--- config.mk ---
export PLATFORM = sky130hd
export DESIGN_NAME = xnor_popcount_accumulator
export DESIGN_NICKNAME = d
export VERILOG_FILES = /design/src/rtl/xnor_popcount_accumulator.sv
export SDC_FILE = /design/constraint.sdc
export NUM_CORES = 1
export LEC_CHECK = 0
export CORE_ASPECT_RATIO = 0.5
export CORE_MARGIN = 5
export CORE_UTILIZATION = 57
export CTS_BUF_LIST = sky130_fd_sc_hd__clkbuf_8
export DETAILED_ROUTE_END_ITERATION = 6
export PLACE_DENSITY = 0.82
export SYNTH_ARGS = -nofsm -noshare
export SYNTH_HDL_FRONTEND = slang
export SYNTH_SLANG_ARGS = --single-unit
--- constraint.sdc ---
create_clock -name clk -period 6.6 [get_ports clk]
set_clock_uncertainty 0.15 [all_clocks]
set_input_delay 1.65 -clock clk [delete_from_list [all_inputs] [get_ports clk]]
set_output_delay 1.65 -clock clk [all_outputs]
set_load 0.05 [all_outputs]
--- src/rtl/xnor_popcount_accumulator.sv ---
// Binary-neuron stage: each input beat is XNORed with a stored weight chunk and popcounted.
// The counts are summed over CHUNKS beats, then the total and (total > threshold) are held.
module xnor_popcount_accumulator #(
    parameter int INPUTS   = 8,
    parameter int CHUNKS   = 4,
    parameter int ACC_BITS = $clog2(INPUTS * CHUNKS + 1)
) (
    input  logic                clk,
    input  logic                rst_n,
    input  logic                abort,
    input  logic                weight_load,
    input  logic [INPUTS-1:0]   weight_in,
    input  logic                in_valid,
    output logic                in_ready,
    input  logic [INPUTS-1:0]   in_data,
    input  logic [ACC_BITS-1:0] threshold,
    output logic                out_valid,
    input  logic                out_ready,
    output logic                out_bit,
    output logic [ACC_BITS-1:0] out_count
);
    localparam int BEAT_BITS = (CHUNKS > 1) ? $clog2(CHUNKS) : 1;
    localparam int PC_BITS   = $clog2(INPUTS + 1);
    localparam logic [BEAT_BITS-1:0] LAST_BEAT = BEAT_BITS'(CHUNKS - 1);

    typedef enum logic [0:0] {
        ST_ACCUM = 1'b0,
        ST_HOLD  = 1'b1
    } state_t;

    function automatic logic [PC_BITS-1:0] popcount(input logic [INPUTS-1:0] vec);
        logic [PC_BITS-1:0] cnt;
        cnt = {PC_BITS{1'b0}};
        for (int i = 0; i < INPUTS; i++) begin
            cnt = cnt + PC_BITS'(vec[i]);
        end
        return cnt;
    endfunction

    state_t                state_r, state_nxt_s;
    logic [BEAT_BITS-1:0]  beat_r, beat_nxt_s;
    logic [BEAT_BITS-1:0]  wptr_r;
    logic [ACC_BITS-1:0]   acc_r, acc_nxt_s;
    logic                  out_valid_r, out_valid_nxt_s;
    logic                  out_bit_r, out_bit_nxt_s;
    logic [ACC_BITS-1:0]   out_count_r, out_count_nxt_s;
    logic [INPUTS-1:0]     weight_r [CHUNKS];

    logic                  beat_fire_s;
    logic                  wload_fire_s;
    logic [PC_BITS-1:0]    pc_s;
    logic [ACC_BITS-1:0]   sum_s;

    assign in_ready     = (state_r == ST_ACCUM) && !weight_load && !abort;
    assign beat_fire_s  = in_valid && in_ready;
    // Weights may only change between evaluations, never under a partial sum.
    assign wload_fire_s = weight_load && !abort && (state_r == ST_ACCUM) &&
                          (beat_r == {BEAT_BITS{1'b0}});

    assign out_valid = out_valid_r;
    assign out_bit   = out_bit_r;
    assign out_count = out_count_r;

    // Per-beat match count and running total including this beat.
    always_comb begin
        pc_s = popcount(~(in_data ^ weight_r[beat_r]));
        if (beat_r == {BEAT_BITS{1'b0}}) begin
            sum_s = ACC_BITS'(pc_s);
        end else begin
            sum_s = acc_r + ACC_BITS'(pc_s);
        end
    end

    // Next-state and output-register logic; abort dominates everything.
    always_comb begin
        state_nxt_s     = state_r;
        beat_nxt_s      = beat_r;
        acc_nxt_s       = acc_r;
        out_valid_nxt_s = out_valid_r;
        out_bit_nxt_s   = out_bit_r;
        out_count_nxt_s = out_count_r;
        if (abort) begin
            state_nxt_s     = ST_ACCUM;
            beat_nxt_s      = {BEAT_BITS{1'b0}};
            acc_nxt_s       = {ACC_BITS{1'b0}};
            out_valid_nxt_s = 1'b0;
        end else begin
            case (state_r)
                ST_ACCUM: begin
                    if (beat_fire_s) begin
                        if (beat_r == LAST_BEAT) begin
                            state_nxt_s     = ST_HOLD;
                            beat_nxt_s      = {BEAT_BITS{1'b0}};
                            acc_nxt_s       = {ACC_BITS{1'b0}};
                            out_valid_nxt_s = 1'b1;
                            out_bit_nxt_s   = (sum_s > threshold);
                            out_count_nxt_s = sum_s;
                        end else begin
                            beat_nxt_s = beat_r + BEAT_BITS'(1);
                            acc_nxt_s  = sum_s;
                        end
                    end else begin
                        state_nxt_s = ST_ACCUM;
                    end
                end
                ST_HOLD: begin
                    if (out_ready) begin
                        state_nxt_s     = ST_ACCUM;
                        out_valid_nxt_s = 1'b0;
                    end else begin
                        state_nxt_s = ST_HOLD;
                    end
                end
                default: begin
                    state_nxt_s     = ST_ACCUM;
                    beat_nxt_s      = {BEAT_BITS{1'b0}};
                    acc_nxt_s       = {ACC_BITS{1'b0}};
                    out_valid_nxt_s = 1'b0;
                end
            endcase
        end
    end

    // Control and result registers.
    always_ff @(posedge clk or negedge rst_n) begin
        if (!rst_n) begin
            state_r     <= ST_ACCUM;
            beat_r      <= {BEAT_BITS{1'b0}};
            acc_r       <= {ACC_BITS{1'b0}};
            out_valid_r <= 1'b0;
            out_bit_r   <= 1'b0;
            out_count_r <= {ACC_BITS{1'b0}};
        end else begin
            state_r     <= state_nxt_s;
            beat_r      <= beat_nxt_s;
            acc_r       <= acc_nxt_s;
            out_valid_r <= out_valid_nxt_s;
            out_bit_r   <= out_bit_nxt_s;
            out_count_r <= out_count_nxt_s;
        end
    end

    // Weight store with wrapping write pointer.
    always_ff @(posedge clk or negedge rst_n) begin
        if (!rst_n) begin
            wptr_r <= {BEAT_BITS{1'b0}};
            for (int i = 0; i < CHUNKS; i++) begin
                weight_r[i] <= {INPUTS{1'b0}};
            end
        end else if (wload_fire_s) begin
            weight_r[wptr_r] <= weight_in;
            if (wptr_r == LAST_BEAT) begin
                wptr_r <= {BEAT_BITS{1'b0}};
            end else begin
                wptr_r <= wptr_r + BEAT_BITS'(1);
            end
        end else begin
            wptr_r <= wptr_r;
        end
    end

endmodule

==> flow_summary.toml <==
[synth]
synth-compound-area-share_pct = 6.13
synth_xor_area_share_pct = 3.42
ys_types = 38
ys_seq_elements = 51
synth_area_per_cell_um2 = 12.9
ys_seq_area_share_pct = 45.3
yosys_warnings = 0
synth_fp_nets = 270
synthSimpleGateAreaFrac_pct = 7.42
synth_top_family_by_area = "multiplexers"
netlist_instances = 219
synth_fa_ha_area_share_pct = 12.0
syn_area_mm2 = 0.00282
synthMuxAreaShare_pct = 22.1

[critical_path]
endpoint_kind = "register"
crit_start = "in_data[1]"
critPathArrivalTime_ps = 6420
cp.required_ps = 6700
reg2reg_setup_slack_ps = 580
r2r_cells = 22
startpoint_type = "input pin"
r2r-end = "out_bit$_DFFE_PN0P_"
worst-path-max-fanout = 2
crit_type = "in -> reg"
r2r_start = "beat_r[0]$_DFFE_PN0P_"

[status]
outcome = "complete, no violations"

[clocking]
htreeDepth = 2
cts.sinks = 51
path_clk_slew_ps = 110
cts-root-buf = "clkbuf_8"
cts_inserted_buffers = 5
cts_hold_buf = 0
cts_buffer_depth = 2
cts_setup_buffers = 0
cts_tree = "yes"
clk_latency_ps = 320

[detailed_routing]
drt_first_iter_violations = 98
route.vias.total = 1831
wl_per_cell_um = 17.3
drc = 0
dr.pass1.iters = 4
vias_per_cell = 5.40
ant_nets = 0
wl_um = 5870

[final_layout]
fillers = 342
fin_cells = 339
antennaDiodeCount = 0
multi_input_area_mm2 = 0.00150
design_area_mm2 = 0.00345
drive_gt1_share_pct = 31.2
area_growth_pct = 22.4
final_core_util_pct = 71.2
nets = 319
area.sequential_mm2 = 0.00128

[timing]
rsz0062_at_grt = "false"
finalSetupViolations = 0
fin_setup_tns_ps = 0
period_share_pct = 95.8
period_minus_slack_ps = 6320
maxSlewViolCount = 0
slew_headroom_pct = 23.5
tightest_slew_ps = 1150
max_freq_mhz = 158
hold_violations = 0

[floorplanning]
die-area_mm2 = 0.00653
rows = 18
die_x_um = 109
core-area_mm2 = 0.00484
die_h_um = 59.7
initial_core_util_pct = 58.2
ios = 37

[job]
drv_cap = 0

[min_path]
holdCritStartpoint = "out_bit$_DFFE_PN0P_"
holdPathEnd = "out_bit$_DFFE_PN0P_"
min_path_cells = 2
hold_class = "reg -> reg"

[global_route]
grt_usage_pct = 19.9
antenna_found_initial = 0
grt_pass1_wl_um = 9730
first_global_vias = 1990
grt_max_degree = 52
overflow = 0

[placed_design]
dp.cells = 331
io_buffers = 36
postPlaceCellArea_mm2 = 0.00330
hpwl_um = 4270
place.gp.congestion = 0.807
[sequential cells by signal, indices dropped and copies added (netlist names)]
| name | flops |
|---|---|
| wptr_r | 2 |
| out_valid | 1 |
| out_bit | 1 |
| acc_r | 6 |
| beat_r | 2 |
| out_count | 6 |
| state_r | 1 |
| weight_r | 32 |
[critical path, stage by stage]
cell	delay, ps
clkbuf_2	100
xnor2_2	140
fa_1	530
inv_1	50
fa_1	470
fa_1	490
inv_1	70
ha_2	170
inv_1	50
fa_1	550
inv_1	50
ha_1	260
a21o_1	190
a21oi_2	130
xor2_1	180
o21ai_2	120
ha_4	290
buf_4	100
o211ai_1	80
a221o_1	340
maj3_2	300
o21ai_1	110
[Yosys cell counts]
master,number,area share [%]
nand3b_1,1,0.27
nor3_1,1,0.18
xnor2_1,5,1.6
nor3_4,1,0.58
mux4_2,8,6.4
a21o_1,2,0.53
nor2b_1,5,1.1
nor3_2,1,0.36
buf_2,1,0.18
xor2_1,6,1.9
o31ai_1,1,0.27
maj3_2,1,0.40
a21oi_1,2,0.36
dfrtp_1,51,45
a211oi_1,1,0.27
nor2_1,4,0.53
inv_1,19,2.5
a21boi_0,1,0.27
and4_1,1,0.31
and2_4,1,0.31
fa_1,5,3.6
nand2_1,13,1.7
nor3b_1,1,0.27
o21ai_0,10,1.8
a22o_1,6,1.9
o21ai_1,1,0.18
mux2_2,33,13
ha_1,18,8.0
and3_1,1,0.22
mux2_1,1,0.40
mux2i_1,3,1.1
buf_6,2,0.80
nand2_2,5,1.1
a221o_1,1,0.36
o211ai_1,1,0.27
nand2b_1,2,0.44
mux2_4,2,1.1
clkbuf_1,1,0.13
[what timing repair did]
| item | 4_1_cts | 5_1_grt |
|---|---|---|
| pin swaps | 6 | 11 |
| resized for setup | 9 | 14 |
| endpoints found under the setup margin | 1 | 1 |
[layer usage]
metal | GRT usage [%] | vias up | wire length, µm
met5 | 0 | - | 0
met4 | 5.15 | 0 | 41
met3 | 4.64 | 4 | 249
met2 | 35.8 | 32 | 2980
met1 | 24.6 | 929 | 2600
li1 | - | 866 | -
[kinds of logic (layout without fill, tap and decap cells)]
family                     count (synthesis)  in the layout
xor gates and xnor gates                  11             11
AOI/OAI and AO/OA                         26             26
DFF                                       51             51
and+or+nand+nor                           37             37
buffers and inverters                     23             73
muxes                                     47             47
adders and majority gates                 24             24
[metrics by stage]
stage,hold slack [ps],setup WS [ps]
2_1_floorplan,309,82.6
3_3_place_gp,316,-423
3_5_place_dp,324,-531
4_1_cts,349,96.2
5_1_grt,372,47.4
6_report,342,279
[worst max-delay path by stage]
stage	cells after the start	slack [ps]	end
3_3_place_gp	21	-420	out_bit$_DFFE_PN0P_
3_5_place_dp	21	-530	out_bit$_DFFE_PN0P_
6_report	22	280	out_bit$_DFFE_PN0P_
4_1_cts	21	100	out_bit$_DFFE_PN0P_
2_1_floorplan	20	80	out_bit$_DFFE_PN0P_
5_1_grt	22	50	out_bit$_DFFE_PN0P_
[layout by cell type (no fill, tap or decap), types with 7 or more instances in the layout]
cell             instances
o21ai_0                  7
clkdlybuf4s50_1         32
buf_4                   10
nand2_1                 13
mux2_2                  33
ha_1                    16
inv_1                   19
dfrtp_1                 51
mux4_2                   8
[area by class of cell]
type	count	share of cell area, %
clock inverter	3	0.799
inverter	19	2.07
timing repair buffer	46	12.1
sequential	51	37.0
multi-input combinational	145	43.5
clock buffer	5	2.00
tap	70	2.54
Power is not shown: default switching activity piles up to over one toggle a cycle in this logic, so the estimate is an artifact.
